===== config.mk =====
export PLATFORM = sky130hd
export DESIGN_NAME = ain_mac_neuron_flat
export DESIGN_NICKNAME = d
export VERILOG_FILES = /design/src/rtl/ain_mac_neuron_if.sv /design/src/rtl/ain_mac_neuron.sv /design/src/flat_wrapper.sv
export SDC_FILE = /design/constraint.sdc
export NUM_CORES = 1
export LEC_CHECK = 0
export ABC_AREA = 1
export CAP_MARGIN = 25
export CORE_MARGIN = 2
export CORE_UTILIZATION = 55
export DETAILED_ROUTE_END_ITERATION = 10
export GPL_ROUTABILITY_DRIVEN = 1
export GPL_TIMING_DRIVEN = 0
export PLACE_DENSITY = 0.88
export SYNTH_ARGS = -nofsm -noshare
export SYNTH_HDL_FRONTEND = slang
export SYNTH_SLANG_ARGS = --single-unit

===== constraint.sdc =====
create_clock -name clk -period 4.16 [get_ports clk]
set_input_delay 0.416 -clock clk [delete_from_list [all_inputs] [get_ports clk]]
set_output_delay 0.416 -clock clk [all_outputs]
set_load 0.02 [all_outputs]

===== src/rtl/ain_mac_neuron_if.sv =====
// ain_mac_neuron_if: stream bundle for one MAC neuron.
//   in_valid/in_ready : beat handshake carrying x, w and bias
//   x, w, bias        : signed DW-bit operands (bias used on the first beat only)
//   out_valid/out_ready : result handshake
//   out_val, out_sat  : signed OW-bit activated result and its saturation flag
// Modports: master = upstream/downstream environment, slave = the neuron.
interface ain_mac_neuron_if #(
  parameter int DW = 4,
  parameter int OW = 6
);
  logic                 in_valid;
  logic                 in_ready;
  logic signed [DW-1:0] x;
  logic signed [DW-1:0] w;
  logic signed [DW-1:0] bias;
  logic                 out_valid;
  logic                 out_ready;
  logic signed [OW-1:0] out_val;
  logic                 out_sat;

  modport master (
    output in_valid, x, w, bias, out_ready,
    input  in_ready, out_valid, out_val, out_sat
  );

  modport slave (
    input  in_valid, x, w, bias, out_ready,
    output in_ready, out_valid, out_val, out_sat
  );
endinterface


===== src/rtl/ain_mac_neuron.sv =====
// ain_mac_neuron: N_IN-input neuron with a single serial multiply-accumulator.
// Beats (x, w, bias) arrive one per cycle over bus.in_*; after the N_IN-th beat
// the sum plus bias is rescaled by FRAC bits, activated, saturated to OW bits
// and held on bus.out_* until the downstream side takes it.
// Ports:
//   clk  : clock, rising edge
//   rst  : asynchronous active-high reset. Its deassertion is expected to be
//          synchronous to clk already.
//   bus  : ain_mac_neuron_if.slave (input beats and result handshake)
// Build option: define AIN_LEAKY_RELU_EN for a leaky activation (slope 1/8)
// with negative saturation; without it the activation is a plain ReLU.
//
// state | meaning
// IDLE  | waiting for the first beat, which also supplies the bias
// ACCUM | accumulating beats 2..N_IN
// OUT   | result valid, waiting for out_ready
module ain_mac_neuron #(
  parameter int N_IN = 4,
  parameter int DW   = 4,
  parameter int FRAC = 2,
  parameter int OW   = 6
) (
  input  logic            clk,
  input  logic            rst,
  ain_mac_neuron_if.slave bus
);
  localparam int ACC_W = 2*DW + $clog2(N_IN) + 1;
  localparam int CNT_W = $clog2(N_IN + 1);
  localparam logic signed [ACC_W-1:0] OUT_MAX = ACC_W'((2**(OW-1)) - 1);
`ifdef AIN_LEAKY_RELU_EN
  localparam logic signed [ACC_W-1:0] OUT_MIN = ACC_W'(-(2**(OW-1)));
`endif

  typedef enum logic [1:0] {IDLE, ACCUM, OUT} state_t;

  state_t                   state_q, state_d;
  logic [CNT_W-1:0]         cnt_q;
  logic signed [ACC_W-1:0]  acc_q;
  logic signed [OW-1:0]     out_val_q;
  logic                     out_sat_q;

  logic                     xfer;
  logic                     last_beat;
  logic signed [2*DW-1:0]   prod;
  logic signed [ACC_W-1:0]  prod_ext, bias_al, acc_base, acc_sum, r, a;
  logic signed [OW-1:0]     val_d;
  logic                     sat_d;

  // in_ready is forced low while reset is held, even though the state is IDLE.
  assign bus.in_ready  = !rst && (state_q == IDLE || state_q == ACCUM);
  assign bus.out_valid = (state_q == OUT);
  assign bus.out_val   = out_val_q;
  assign bus.out_sat   = out_sat_q;

  assign xfer      = bus.in_valid && bus.in_ready;
  assign last_beat = (state_q == ACCUM) && (cnt_q == CNT_W'(N_IN - 1));

  assign prod     = bus.x * bus.w;
  assign prod_ext = {{(ACC_W-2*DW){prod[2*DW-1]}}, prod};
  // Bias has FRAC fraction bits; products have 2*FRAC, so align it up by FRAC.
  assign bias_al  = {{(ACC_W-DW){bus.bias[DW-1]}}, bus.bias} <<< FRAC;
  assign acc_base = (state_q == IDLE) ? bias_al : acc_q;
  assign acc_sum  = acc_base + prod_ext;
  assign r        = acc_sum >>> FRAC;

  always_comb begin
    a     = '0;
    val_d = '0;
    sat_d = 1'b0;
    if (!r[ACC_W-1] && (r != '0)) begin
      a = r;
    end else begin
`ifdef AIN_LEAKY_RELU_EN
      a = r >>> 3;
`else
      a = '0;
`endif
    end
    if (a > OUT_MAX) begin
      val_d = OUT_MAX[OW-1:0];
      sat_d = 1'b1;
`ifdef AIN_LEAKY_RELU_EN
    end else if (a < OUT_MIN) begin
      val_d = OUT_MIN[OW-1:0];
      sat_d = 1'b1;
`endif
    end else begin
      val_d = a[OW-1:0];
    end
  end

  always_comb begin
    state_d = state_q;
    unique case (state_q)
      IDLE:    if (xfer) state_d = ACCUM;
      ACCUM:   if (xfer && last_beat) state_d = OUT;
      OUT:     if (bus.out_ready) state_d = IDLE;
      default: state_d = IDLE;
    endcase
  end

  always_ff @(posedge clk or posedge rst) begin
    if (rst) state_q <= IDLE;
    else     state_q <= state_d;
  end

  always_ff @(posedge clk or posedge rst) begin
    if (rst) begin
      cnt_q     <= '0;
      acc_q     <= '0;
      out_val_q <= '0;
      out_sat_q <= 1'b0;
    end else if (xfer) begin
      acc_q <= acc_sum;
      cnt_q <= cnt_q + CNT_W'(1);
      // Result is captured on the same edge as the final beat.
      if (last_beat) begin
        out_val_q <= val_d;
        out_sat_q <= sat_d;
      end
    end else if (state_q == OUT && bus.out_ready) begin
      cnt_q <= '0;
      acc_q <= '0;
    end
  end
endmodule


===== src/flat_wrapper.sv =====
// flat-port wrapper written by rule: the top's interface ports become plain ports
module ain_mac_neuron_flat 
#(
  parameter int N_IN = 4,
  parameter int DW   = 4,
  parameter int FRAC = 2,
  parameter int OW   = 6
)
  (clk, rst, bus_in_valid, bus_x, bus_w, bus_bias, bus_out_ready, bus_in_ready, bus_out_valid, bus_out_val, bus_out_sat);
  ain_mac_neuron_if #(.DW(DW), .OW(OW)) bus_i ();
  input  logic clk;
  input  logic rst;
  input wire logic [$bits(bus_i.in_valid)-1:0] bus_in_valid;
  input wire logic [$bits(bus_i.x)-1:0] bus_x;
  input wire logic [$bits(bus_i.w)-1:0] bus_w;
  input wire logic [$bits(bus_i.bias)-1:0] bus_bias;
  input wire logic [$bits(bus_i.out_ready)-1:0] bus_out_ready;
  output wire logic [$bits(bus_i.in_ready)-1:0] bus_in_ready;
  output wire logic [$bits(bus_i.out_valid)-1:0] bus_out_valid;
  output wire logic [$bits(bus_i.out_val)-1:0] bus_out_val;
  output wire logic [$bits(bus_i.out_sat)-1:0] bus_out_sat;
  assign bus_i.in_valid = bus_in_valid;
  assign bus_i.x = bus_x;
  assign bus_i.w = bus_w;
  assign bus_i.bias = bus_bias;
  assign bus_i.out_ready = bus_out_ready;
  assign bus_in_ready = bus_i.in_ready;
  assign bus_out_valid = bus_i.out_valid;
  assign bus_out_val = bus_i.out_val;
  assign bus_out_sat = bus_i.out_sat;
  ain_mac_neuron #(.N_IN(N_IN), .DW(DW), .FRAC(FRAC), .OW(OW)) u_core (.clk(clk), .rst(rst), .bus(bus_i));
endmodule

; ---- After elaboration in Yosys (flattened, before gate mapping)
; Index checks and enable logic that the tools add are counted.
[totals]
regBits = 23
latch_bits = 0
mem_bits_rw = 0
romBits = 0
input_bits = 16
word_cells = 41
mem_count = 0
[classes]
n_addsub = 2
multipliers = 1
div = 0
n_lt_le_gt_ge = 1
eq_ne = 6
shifts = 0
mux = 12
bitwise_logic = 0
reduce_logical = 14
[op_table]
columns = cell, count
row1 = 11-bit two-way mux, 4
row2 = 11-bit by 8-bit adder with 11-bit output, 1
row3 = "11-bit by 6-bit > comparator with 1-bit output, second input constant", 1
row4 = 11-bit nonzero test, 1
row5 = 4-bit by 4-bit multiplier with 8-bit output, 1
row6 = 1-bit logical AND, 6
row7 = 2-bit two-way mux, 3
row8 = 3-bit two-way mux, 2
row9 = 6-bit two-way mux, 1
row10 = 2-bit case mux with 3 select lines, 1
row11 = "2-bit != test, second input constant", 2
row12 = "3-bit by 1-bit adder with 3-bit output, second input constant", 1
row13 = "3-bit by 2-bit equality test with 1-bit output, second input constant", 1
row14 = 3-bit AND reduction, 1
row15 = "2-bit by 1-bit equality test with 1-bit output, second input constant", 1
row16 = "2-bit equality test, second input constant", 1
row17 = 1-bit logical NOT, 2
row18 = 2-bit logical NOT, 1
row19 = "2-bit by 1-bit != test with 1-bit output, second input constant", 1
row20 = 2-bit AND reduction, 1
row21 = 2-bit nonzero test, 1
row22 = 1-bit logical OR, 1
row23 = 1-bit two-way mux, 1

; ---- Longest topological paths before layout
; Gate-level depths: netlist of the first run.
[logic_depth]
word_depth = 8
depth_mapped = 23
depth_no_buf = 23

; ---- Worst setup path before layout of the first run
; Ideal clock, no wire load.
[synth_timing]
path_type = reg-to-reg
start = reg u_core.state_q[0]
end = reg u_core.out_val_q[1] (netlist: u_core.bus.out_val[1])
setup_ns = 0.118
arrival_ns = 3.615
setup_slack_ns = 0.426
stages_incl_launch_ff = 21
path_buffers = 0
period_less_slack_ns = 3.734
path_cell_list = dfrtp_1 inv_1 nand2_4 or2_2 inv_1 a21oi_1 ha_1 fa_1 inv_1 fa_1 inv_1 ha_1 inv_1 nor3_1 nand2_1 nand3_1 nand3_1 nand3_1 nand3_2 nor2_1 nor2_1
[synth_via]
elab_chain_len = 8
[synth_rtl]
columns = element, line_no
row1 = "start, declared", ain_mac_neuron.sv:36  ; state_t state_q, state_d;
row2 = "start signal, assigned", ain_mac_neuron.sv:104  ; else state_q <= state_d;
row3 = 2-bit logical NOT, "ain_mac_neuron.sv:50, ain_mac_neuron.sv:62"
row4 = 11-bit two-way mux, ain_mac_neuron.sv:62  ; assign acc_base = (state_q == IDLE) ? bias_al : acc_q;
row5 = 11-bit by 8-bit adder with 11-bit output, ain_mac_neuron.sv:63  ; assign acc_sum = acc_base + prod_ext;
row6 = 11-bit nonzero test / 1-bit logical NOT (equally long branches), ain_mac_neuron.sv:70  ; if (!r[ACC_W-1] && (r != '0)) begin
row7 = 1-bit logical AND, ain_mac_neuron.sv:70
row8 = 11-bit two-way mux, ain_mac_neuron.sv:70
row9 = 11-bit by 6-bit > comparator with 1-bit output, ain_mac_neuron.sv:79  ; if (a > OUT_MAX) begin
row10 = 6-bit two-way mux, ain_mac_neuron.sv:79
row11 = "end signal, assigned", ain_mac_neuron.sv:118  ; out_val_q <= val_d;
row12 = "end, declared", ain_mac_neuron.sv:39  ; logic signed [OW-1:0] out_val_q;
; Parallel ways exist; a longest one is shown, timed or not.
; A chain may end at the register's enable or synchronous reset.

; ---- Final worst setup path of the first run
[layout_timing]
start = reg u_core.state_q[0]
end = reg u_core.out_val_q[3] (netlist: u_core.bus.out_val[3])
; Same word-level chain as after synthesis.

==> impl_metrics.json, run 1 <==
{
  "syn_inst": 338,
  "place_congestion": 0.907,
  "critPathCaptureType": "register",
  "hp-class": "register to register",
  "maxCapViolations": 0,
  "slew_headroom_pct": 43.2,
  "io_buffer_count": 24,
  "nFillCells": 320,
  "synth_cell_types": 26,
  "ys_seq_elements": 23,
  "final_nets": 430,
  "ios": 25,
  "wl_per_cell_um": 14.2,
  "ys_async_sr_fraction_pct": 100,
  "min_period_over_period_pct": 96.9,
  "place_hpwl_um": 4370,
  "grt_pass1_wl_um": 9640,
  "synthMostInstantiatedCell": "inv_1",
  "cp_data_required_time_ns": 4.31,
  "synth_edf_count": 0,
  "yosysWarningCount": 0,
  "ys_seq_area_share_pct": 23.2,
  "syn_to_final_growth_pct": 22.2,
  "drtAntennaViolNets": 0,
  "synth_top_area_share_pct": 23.2,
  "ys_top_cells_by_area": "dfrtp_1, fa_1, ha_1",
  "clockBufferDepth": 2,
  "die_width_um": 71.2,
  "drt_wl_total_um": 5950,
  "drive_gt1_share_pct": 15.2,
  "vias_per_cell": 5.44,
  "synth.avg_cell_area_um2": 7.36,
  "clkLatencyLatePin_ns": 0.27,
  "num_vias": 2285,
  "clkTransAtPathRegs_ns": 0.08,
  "setup_viol": 0,
  "placed_area_um2": 2790,
  "fp.dieH_um": 71.2,
  "setup_ws_ns": 0.130,
  "grt_max_degree": 24,
  "yosysTopAreaCell": "dfrtp_1",
  "core_um2": 4350,
  "grt_usage_pct": 23.4,
  "grt_overflow_total": 0,
  "cts_tree": "yes",
  "clock.fmax_ghz": 0.248,
  "drtPass1Iterations": 5,
  "synth_nets": 399,
  "crit_fanout": 9,
  "drc": 0,
  "post-place-ws_ns": -0.317,
  "cts_max_level": 1,
  "n_antenna_cell": 0,
  "antenna_found_initial": 0,
  "finalInstanceArea_um2": 3040,
  "syn-cell-area_um2": 2490,
  "worst_pin_slew_ns": 0.851,
  "std_cell_rows": 24,
  "start_util_pct": 57.1,
  "synthTopCellsByCount": "inv_1, nand2_1, nor2_1, ha_1, dfrtp_1",
  "maxSlewViolCount": 0,
  "critPathKind": "register to register",
  "crit_arrival_ns": 4.18,
  "synth_ff_type": "dfrtp_1",
  "first_iter_violations": 206,
  "numCtsBuffers": 3,
  "grt_pass1_vias": 2318,
  "finClkSkew_ns": 0.0103,
  "status": "finished, final reports clean",
  "hold_viol": 0,
  "cts_root_buf": "clkbuf_8",
  "fin_crit_ns": 4.03,
  "dieArea_um2": 5070,
  "startpoint_type": "register",
  "clock-sinks": 23
}
## cell type report
| cell class | count | area, um2 | area share (%) |
|---|---|---|---|
| Tap cell | 52 | 65.1 | 2.14 |
| Multi-Input combinational cell | 227 | 1760 | 57.8 |
| Sequential cell | 23 | 577 | 19.0 |
| Inverter | 85 | 322 | 10.6 |
| Buffer | 3 | 11.3 | 0.371 |
| Clock buffer | 4 | 45.0 | 1.48 |
| Timing Repair Buffer | 26 | 263 | 8.65 |
## worst max-delay path: stages, from the launching register on
cell and delay (ns):
dfrtp_1 0.44, inv_2 0.10, nand2_4 0.10, or2_2 0.32, inv_4 0.08, a21oi_1 0.06, ha_1 0.31, fa_1 0.56
fa_1 0.46, ha_4 0.34, nand2_1 0.06, nand2_1 0.10, inv_1 0.09, nand2_2 0.11, nand2_1 0.06, nand2_1 0.11
nand3_2 0.10, nor2_1 0.13, nand2_2 0.08, nand2_2 0.10, nor2_1 0.05, nor2_1 0.10, nor2_1 0.04
## registers in the layout (all words and copies together) (netlist names)
name and count:
u_core.cnt_q 3, u_core.acc_q 11, u_core.bus.out_sat 1, u_core.state_q 2, u_core.bus.out_val 6
## final timing paths
| check | startpoint | endpoint | slack (ns) | cells past startpoint |
|---|---|---|---|---|
| min reg2reg | u_core.bus.out_sat | u_core.bus.out_sat | 0.50 | 1 |
| max reg2reg | u_core.state_q[0] | u_core.bus.out_val[3] | 0.13 | 22 |
| min in group asynchronous | rst | u_core.acc_q[0] | 0.67 | 2 |
| max | u_core.state_q[0] | u_core.bus.out_val[3] | 0.13 | 22 |
| max in group asynchronous | rst | u_core.state_q[1] | 2.91 | 2 |
| min | u_core.bus.out_sat | u_core.bus.out_sat | 0.50 | 1 |
## repair_timing
action                                  CTS  global route
hold buffers                              0             0
gates cloned                              0             0
resized for setup                         6            34
setup buffers                             0             2
pin swaps                                 0            15
endpoints found under the setup margin    4             6
## cells in the final DEF (no fill, tap or decap), types with 2 or more instances in the layout
cell and count:
or2_2 2, nand4_1 4, nor2_2 7, dlymetal6s2s_1 3, buf_4 2, a21oi_1 7
clkdlybuf4s50_1 21, ha_4 6, nand2_4 3, a21oi_2 2, ha_1 18, fa_1 19
dfrtp_1 22, o22ai_1 7, nand2_1 73, clkbuf_8 3, o21ai_0 12, nand3b_1 2
nand3_2 5, nand3_1 16, nor2_1 21, inv_1 77, clkbuf_1 4, nand2_2 12
nand3_4 2, inv_2 6
## cells by family (layout without fill, tap and decap cells)
logic type               after synthesis  in the layout  synth area share, %
flip-flops                            23             23                 23.2
buffers and inverters                 88            118                 13.3
adder cells (fa/ha/maj)               45             45                 28.7
XOR/XNOR                               2              2                0.705
AND/OR/NAND/NOR                      149            149                 27.2
AO/OA/AOI/OAI                         31             31                 7.00
## per-layer routing
layer  wire length [um]  global-route usage (%)  share of wire [%]  vias to the layer above
li1                   -                       -                  -                     1092
met1               2350                    28.2                 39                     1097
met2               3140                    42.3                 53                       78
met3                282                    3.52                4.7                       18
met4                177                    8.18                3.0                        0
met5                  0                       0                  0                        -
## per-stage QoR
stage | hold slack [ns] | std cells | util (%) | setup TNS [ns]
2_1_floorplan | 0.418 | 338 | - | 0
3_3_place_gp | 0.473 | 414 | 64.1 | -1.38
3_5_place_dp | 0.480 | 414 | 64.1 | -1.88
4_1_cts | 0.501 | 418 | 65.9 | 0
5_1_grt | 0.513 | 420 | 69.8 | -0.177
6_report | 0.496 | 420 | 69.8 | 0
Power of run 1 is not shown: default switching activity piles up to over one toggle a cycle in this logic, so the estimate is an artifact.
==> inputs of run 2 (changes only) <==
CORE_MARGIN = 5   (was 2)
GPL_TIMING_DRIVEN = default   (was 0)
PLACE_DENSITY = 0.89   (was 0.88)
==> impl_metrics.json, run 2 (synthesis results as in run 1) <==
{
  "place_congestion": 0.860,
  "grt_max_degree": 24,
  "drc": 0,
  "grt_pass1_vias": 2389,
  "final_cell_mix": "inv_1, nand2_1, buf_4",
  "max_stage_delay_ns": 0.53,
  "cpMaxStageDelayCell": "fa_1",
  "finClkSkew_ns": 0.00518,
  "cts_root_buf": "clkbuf_8",
  "clockBufferDepth": 2,
  "std_cell_rows": 24,
  "num_vias": 2505,
  "cts_tree": "yes",
  "ctsHoldBuffers": 0,
  "maxCapViolations": 0,
  "first_iter_violations": 264,
  "largest-register": "u_core.acc_q",
  "numCtsBuffers": 3,
  "start_util_pct": 56.7,
  "fin_util_pct": 72.9,
  "ios": 25,
  "place_hpwl_um": 4800,
  "maxSlewViolCount": 0,
  "die_width_um": 77.2,
  "use_met3_pct": 3.40,
  "use_met2_pct": 37.7,
  "finalInstanceArea_um2": 3200,
  "final_nets": 454,
  "min_period_over_period_pct": 98.7,
  "worst_pin_slew_ns": 0.828,
  "crit_fanout": 7,
  "fin_cells": 444,
  "dieArea_um2": 5960,
  "cp_data_required_time_ns": 4.32,
  "path_delay_family": "adder cells",
  "core_um2": 4380,
  "fin_crit_ns": 4.11,
  "startpoint_type": "register",
  "clock-sinks": 23,
  "dp.cells": 433,
  "grt_overflow_total": 0,
  "hold_viol": 0,
  "vias_per_cell": 5.64,
  "antenna_found_initial": 0,
  "crit_chain": "buf_4 > nor2_2 > nand2_1 > o21ai_0 > ha_1 > fa_1 > inv_1 > fa_1 > inv_1 > ha_4 > nand2_1 > inv_1 > nand2_1 > nand2_2 > nand2_1 > nand2_2 > nand3_2 > nor2_2 > nand2_1 > nand2_2 > nor2_1 > nor2_1 > nor2_1",
  "syn_to_final_growth_pct": 28.6,
  "cpMostUsedCell": "nand2_1",
  "grt_pass1_wl_um": 10300,
  "status": "finished, final reports clean",
  "wl_per_cell_um": 15.7,
  "top_usage_layer": "met2",
  "clkLatencyLatePin_ns": 0.27,
  "critPathCaptureType": "register",
  "drtPass1Iterations": 6,
  "hp-class": "register to register",
  "cp.buffers_inverters": 4,
  "largest_register_ffs": 11,
  "mostFrequentLayoutCell": "inv_1",
  "setup_viol": 0,
  "clkTransAtPathRegs_ns": 0.08,
  "drtAntennaViolNets": 0,
  "cts_max_level": 1,
  "clock.fmax_ghz": 0.243,
  "reg2reg_slack_ns": 0.05,
  "n_antenna_cell": 0,
  "fp.dieH_um": 77.2,
  "grt_util_met1_pct": 24.8,
  "slew_headroom_pct": 44.8,
  "drt_wl_total_um": 6950,
  "placed_area_um2": 2950,
  "io_buffer_count": 24,
  "crit_arrival_ns": 4.26,
  "grt_usage_pct": 20.8,
  "drive_gt1_share_pct": 20.7,
  "critPathKind": "register to register"
}
run 2: cell count changes in the layout (fill, tap and decap cells not counted), sizes merged:
cell / before / now
clkbuf: 7 / 3
dlymetal6s2s: 3 / 1
buf: 2 / 29
clkdlybuf4s50: 21 / 23
clkinv: 1 / 2
run 2: final cells by class:
cell class | count | area [um2]
clock inverters | 1 | 5.00
clock buffers | 3 | 41.3
fillers | 254 | 1190
flip-flops and latches | 23 | 578
multi-input cells | 227 | 1710
repair buffers | 53 | 473
inverters | 85 | 322
well taps | 52 | 65.1
run 2: stage by stage:
step	worst slack [ns]	TNS, ns	hold slack [ns]
after CTS	0.00638	0	0.503
after global routing	-0.155	-0.436	0.515
final	0.0522	0	0.503
after floorplan	0.426	0	0.418
after detailed placement	-0.230	-1.29	0.477
after global placement	-0.131	-0.681	0.464
run 2: routing by layer:
metal | vias to the layer above | share of wire [%] | routed length [um]
met5 | - | 0 | 0
met3 | 35 | 6.3 | 435
met4 | 0 | 4.6 | 321
met2 | 147 | 52 | 3630
li1 | 1151 | - | -
met1 | 1172 | 37 | 2560
run 2: what timing repair did:
action,4_1_cts,5_1_grt
pin swaps,0,17
gates resized for setup,1,31
gates cloned,0,0
setup buffers,0,7
endpoints found under the setup margin,2,7
run 2: worst paths after layout:
| kind | start | endpoint | cells after the start |
|---|---|---|---|
| setup / recovery | u_core.state_q[0] | u_core.bus.out_val[2] | 23 |
| hold / removal | u_core.bus.out_sat | u_core.bus.out_sat | 1 |
| setup reg to reg | u_core.state_q[0] | u_core.bus.out_val[2] | 23 |
| hold reg to reg | u_core.bus.out_sat | u_core.bus.out_sat | 1 |
| max in group asynchronous | rst | u_core.state_q[1] | 2 |
| min in group asynchronous | rst | u_core.acc_q[0] | 2 |
run 2: worst register-to-register path: stages, from the launching register on:
cell and delay, ns:
dfrtp_2 0.44, buf_4 0.15, nor2_2 0.31, nand2_1 0.09, o21ai_0 0.15, ha_1 0.32, fa_1 0.49, inv_1 0.05
fa_1 0.53, inv_1 0.06, ha_4 0.30, nand2_1 0.07, inv_1 0.09, nand2_1 0.09, nand2_2 0.11, nand2_1 0.07
nand2_2 0.07, nand3_2 0.10, nor2_2 0.11, nand2_1 0.08, nand2_2 0.09, nor2_1 0.04, nor2_1 0.11, nor2_1 0.06
Power of run 2 is left out for the same reason.
==> inputs of run 3 (changes only) <==
CORE_ASPECT_RATIO = 0.8   (was default)
clock period = 4.4 ns   (was 4.16 ns; I/O delays follow)
==> impl_metrics.json, run 3 (synthesis results as in run 1) <==
{
  "fin_crit_ns": 4.21,
  "largest_register_ffs": 11,
  "drive_gt1_share_pct": 8.72,
  "antenna_found_initial": 0,
  "first_iter_violations": 180,
  "status": "finished, final reports clean",
  "multi_input_area_um2": 1590,
  "dieArea_um2": 5970,
  "finClkSkew_ns": 0.00115,
  "num_vias": 2196,
  "final_nets": 429,
  "clockBufferDepth": 2,
  "std_cell_rows": 21,
  "drtAntennaViolNets": 0,
  "cts-resized-gates": 0,
  "grt_pass1_vias": 2136,
  "fp.dieH_um": 70.1,
  "final_cell_mix": "inv_1, nand2_1, nor2_1",
  "cpMaxStageDelayCell": "fa_1",
  "hp-class": "register to register",
  "ios": 25,
  "cp_data_required_time_ns": 4.56,
  "cts_root_buf": "clkbuf_8",
  "numCtsBuffers": 3,
  "whs_ns": 0.498,
  "cts_max_level": 1,
  "crit_chain": "inv_1 > nand2_4 > or2_2 > inv_2 > a21oi_1 > ha_1 > fa_1 > inv_1 > fa_1 > inv_1 > ha_1 > nand2_1 > nor3_1 > nand2_1 > nand3_1 > nand3_1 > nand3_1 > nand3_2 > nor2_1 > nor2_1",
  "cp.buffers_inverters": 4,
  "ctsHoldBuffers": 0,
  "cts_setup_buffers": 0,
  "critPathKind": "register to register",
  "grt_pass1_wl_um": 9430,
  "dp.cells": 420,
  "clock-sinks": 23,
  "place_congestion": 0.934,
  "wl_per_cell_um": 13.0,
  "vias_per_cell": 5.18,
  "cts_tree": "yes",
  "startpoint_type": "register",
  "crit_fanout": 9,
  "placed_area_um2": 2820,
  "finalInstanceArea_um2": 2870,
  "grt_max_degree": 24,
  "clock.fmax_ghz": 0.238,
  "maxSlewViolCount": 0,
  "clkTransAtPathRegs_ns": 0.08,
  "fin_cells": 424,
  "setup_viol": 0,
  "worst_pin_slew_ns": 0.852,
  "min_period_over_period_pct": 95.7,
  "nFillCells": 333,
  "seq_area_um2": 576,
  "n_antenna_cell": 0,
  "place_hpwl_um": 4590,
  "clkLatencyLatePin_ns": 0.26,
  "start_util_pct": 58.0,
  "slew_headroom_pct": 43.1,
  "drt_wl_total_um": 5510,
  "syn_to_final_growth_pct": 15.6,
  "critPathCaptureType": "register",
  "core_um2": 4280,
  "drtPass1Iterations": 5,
  "grt_overflow_total": 0,
  "io_buffer_count": 24,
  "drc": 0,
  "maxCapViolations": 0,
  "path_delay_family": "adder cells",
  "crit_arrival_ns": 4.37,
  "max_stage_delay_ns": 0.54,
  "mostFrequentLayoutCell": "inv_1",
  "largest-register": "u_core.acc_q",
  "die_width_um": 85.2,
  "fin_util_pct": 67.1,
  "hold_viol": 0,
  "grt_usage_pct": 19.3
}
==> run 3: changes by cell type in the layout (fill, tap and decap cells not counted), moves of 5 or more <==
cell	delta
buf_4	-24
ha_1	+5
ha_4	-5
nand2_1	+5
nand2_2	-5
==> run 3: metal layers <==
metal  routed length, um  vias to the layer above  global-route usage [%]
met4                  69                        0                    3.69
met2                2580                       85                    31.6
met5                   0                        -                       0
li1                    -                     1088                       -
met1                2510                     1014                    26.5
met3                 354                        9                    4.23
==> run 3: path summary, 6_finish.rpt <==
kind                                     from                    end  slack, ns  cells past startpoint
setup / recovery            u_core.state_q[0]  u_core.bus.out_val[3]       0.19                     20
hold / removal             u_core.bus.out_sat     u_core.bus.out_sat       0.50                      1
setup reg to reg            u_core.state_q[0]  u_core.bus.out_val[3]       0.19                     20
hold reg to reg            u_core.bus.out_sat     u_core.bus.out_sat       0.50                      1
max in group asynchronous                 rst        u_core.acc_q[8]       3.17                      2
min in group asynchronous                 rst      u_core.state_q[1]       0.70                      2
==> run 3: area by class of cell <==
class,instances,area share [%]
clock buffer,4,1.57
tap,57,2.48
sequential,23,20.0
multi-input combinational,227,55.4
inverter,85,11.1
timing repair buffer,28,9.40
==> run 3: per-stage QoR <==
step / TNS (ns) / worst slack [ns]
floorplan: 0 / 0.648
global placement: 0 / 0.0399
detailed placement: -0.150 / -0.0510
CTS: 0 / 0.227
global route: -0.0261 / -0.0141
finish: 0 / 0.190
==> run 3: worst reg2reg max path, delay by kind of cell, from the launching register on <==
kind | cells | cell delay [ns]
adders and majority gates | 4 | 1.70
and+or+nand+nor | 11 | 1.52
DFF | 1 | 0.45
buffers and inverters | 4 | 0.35
AOI/OAI and AO/OA | 1 | 0.08
Power of run 3 is left out for the same reason.
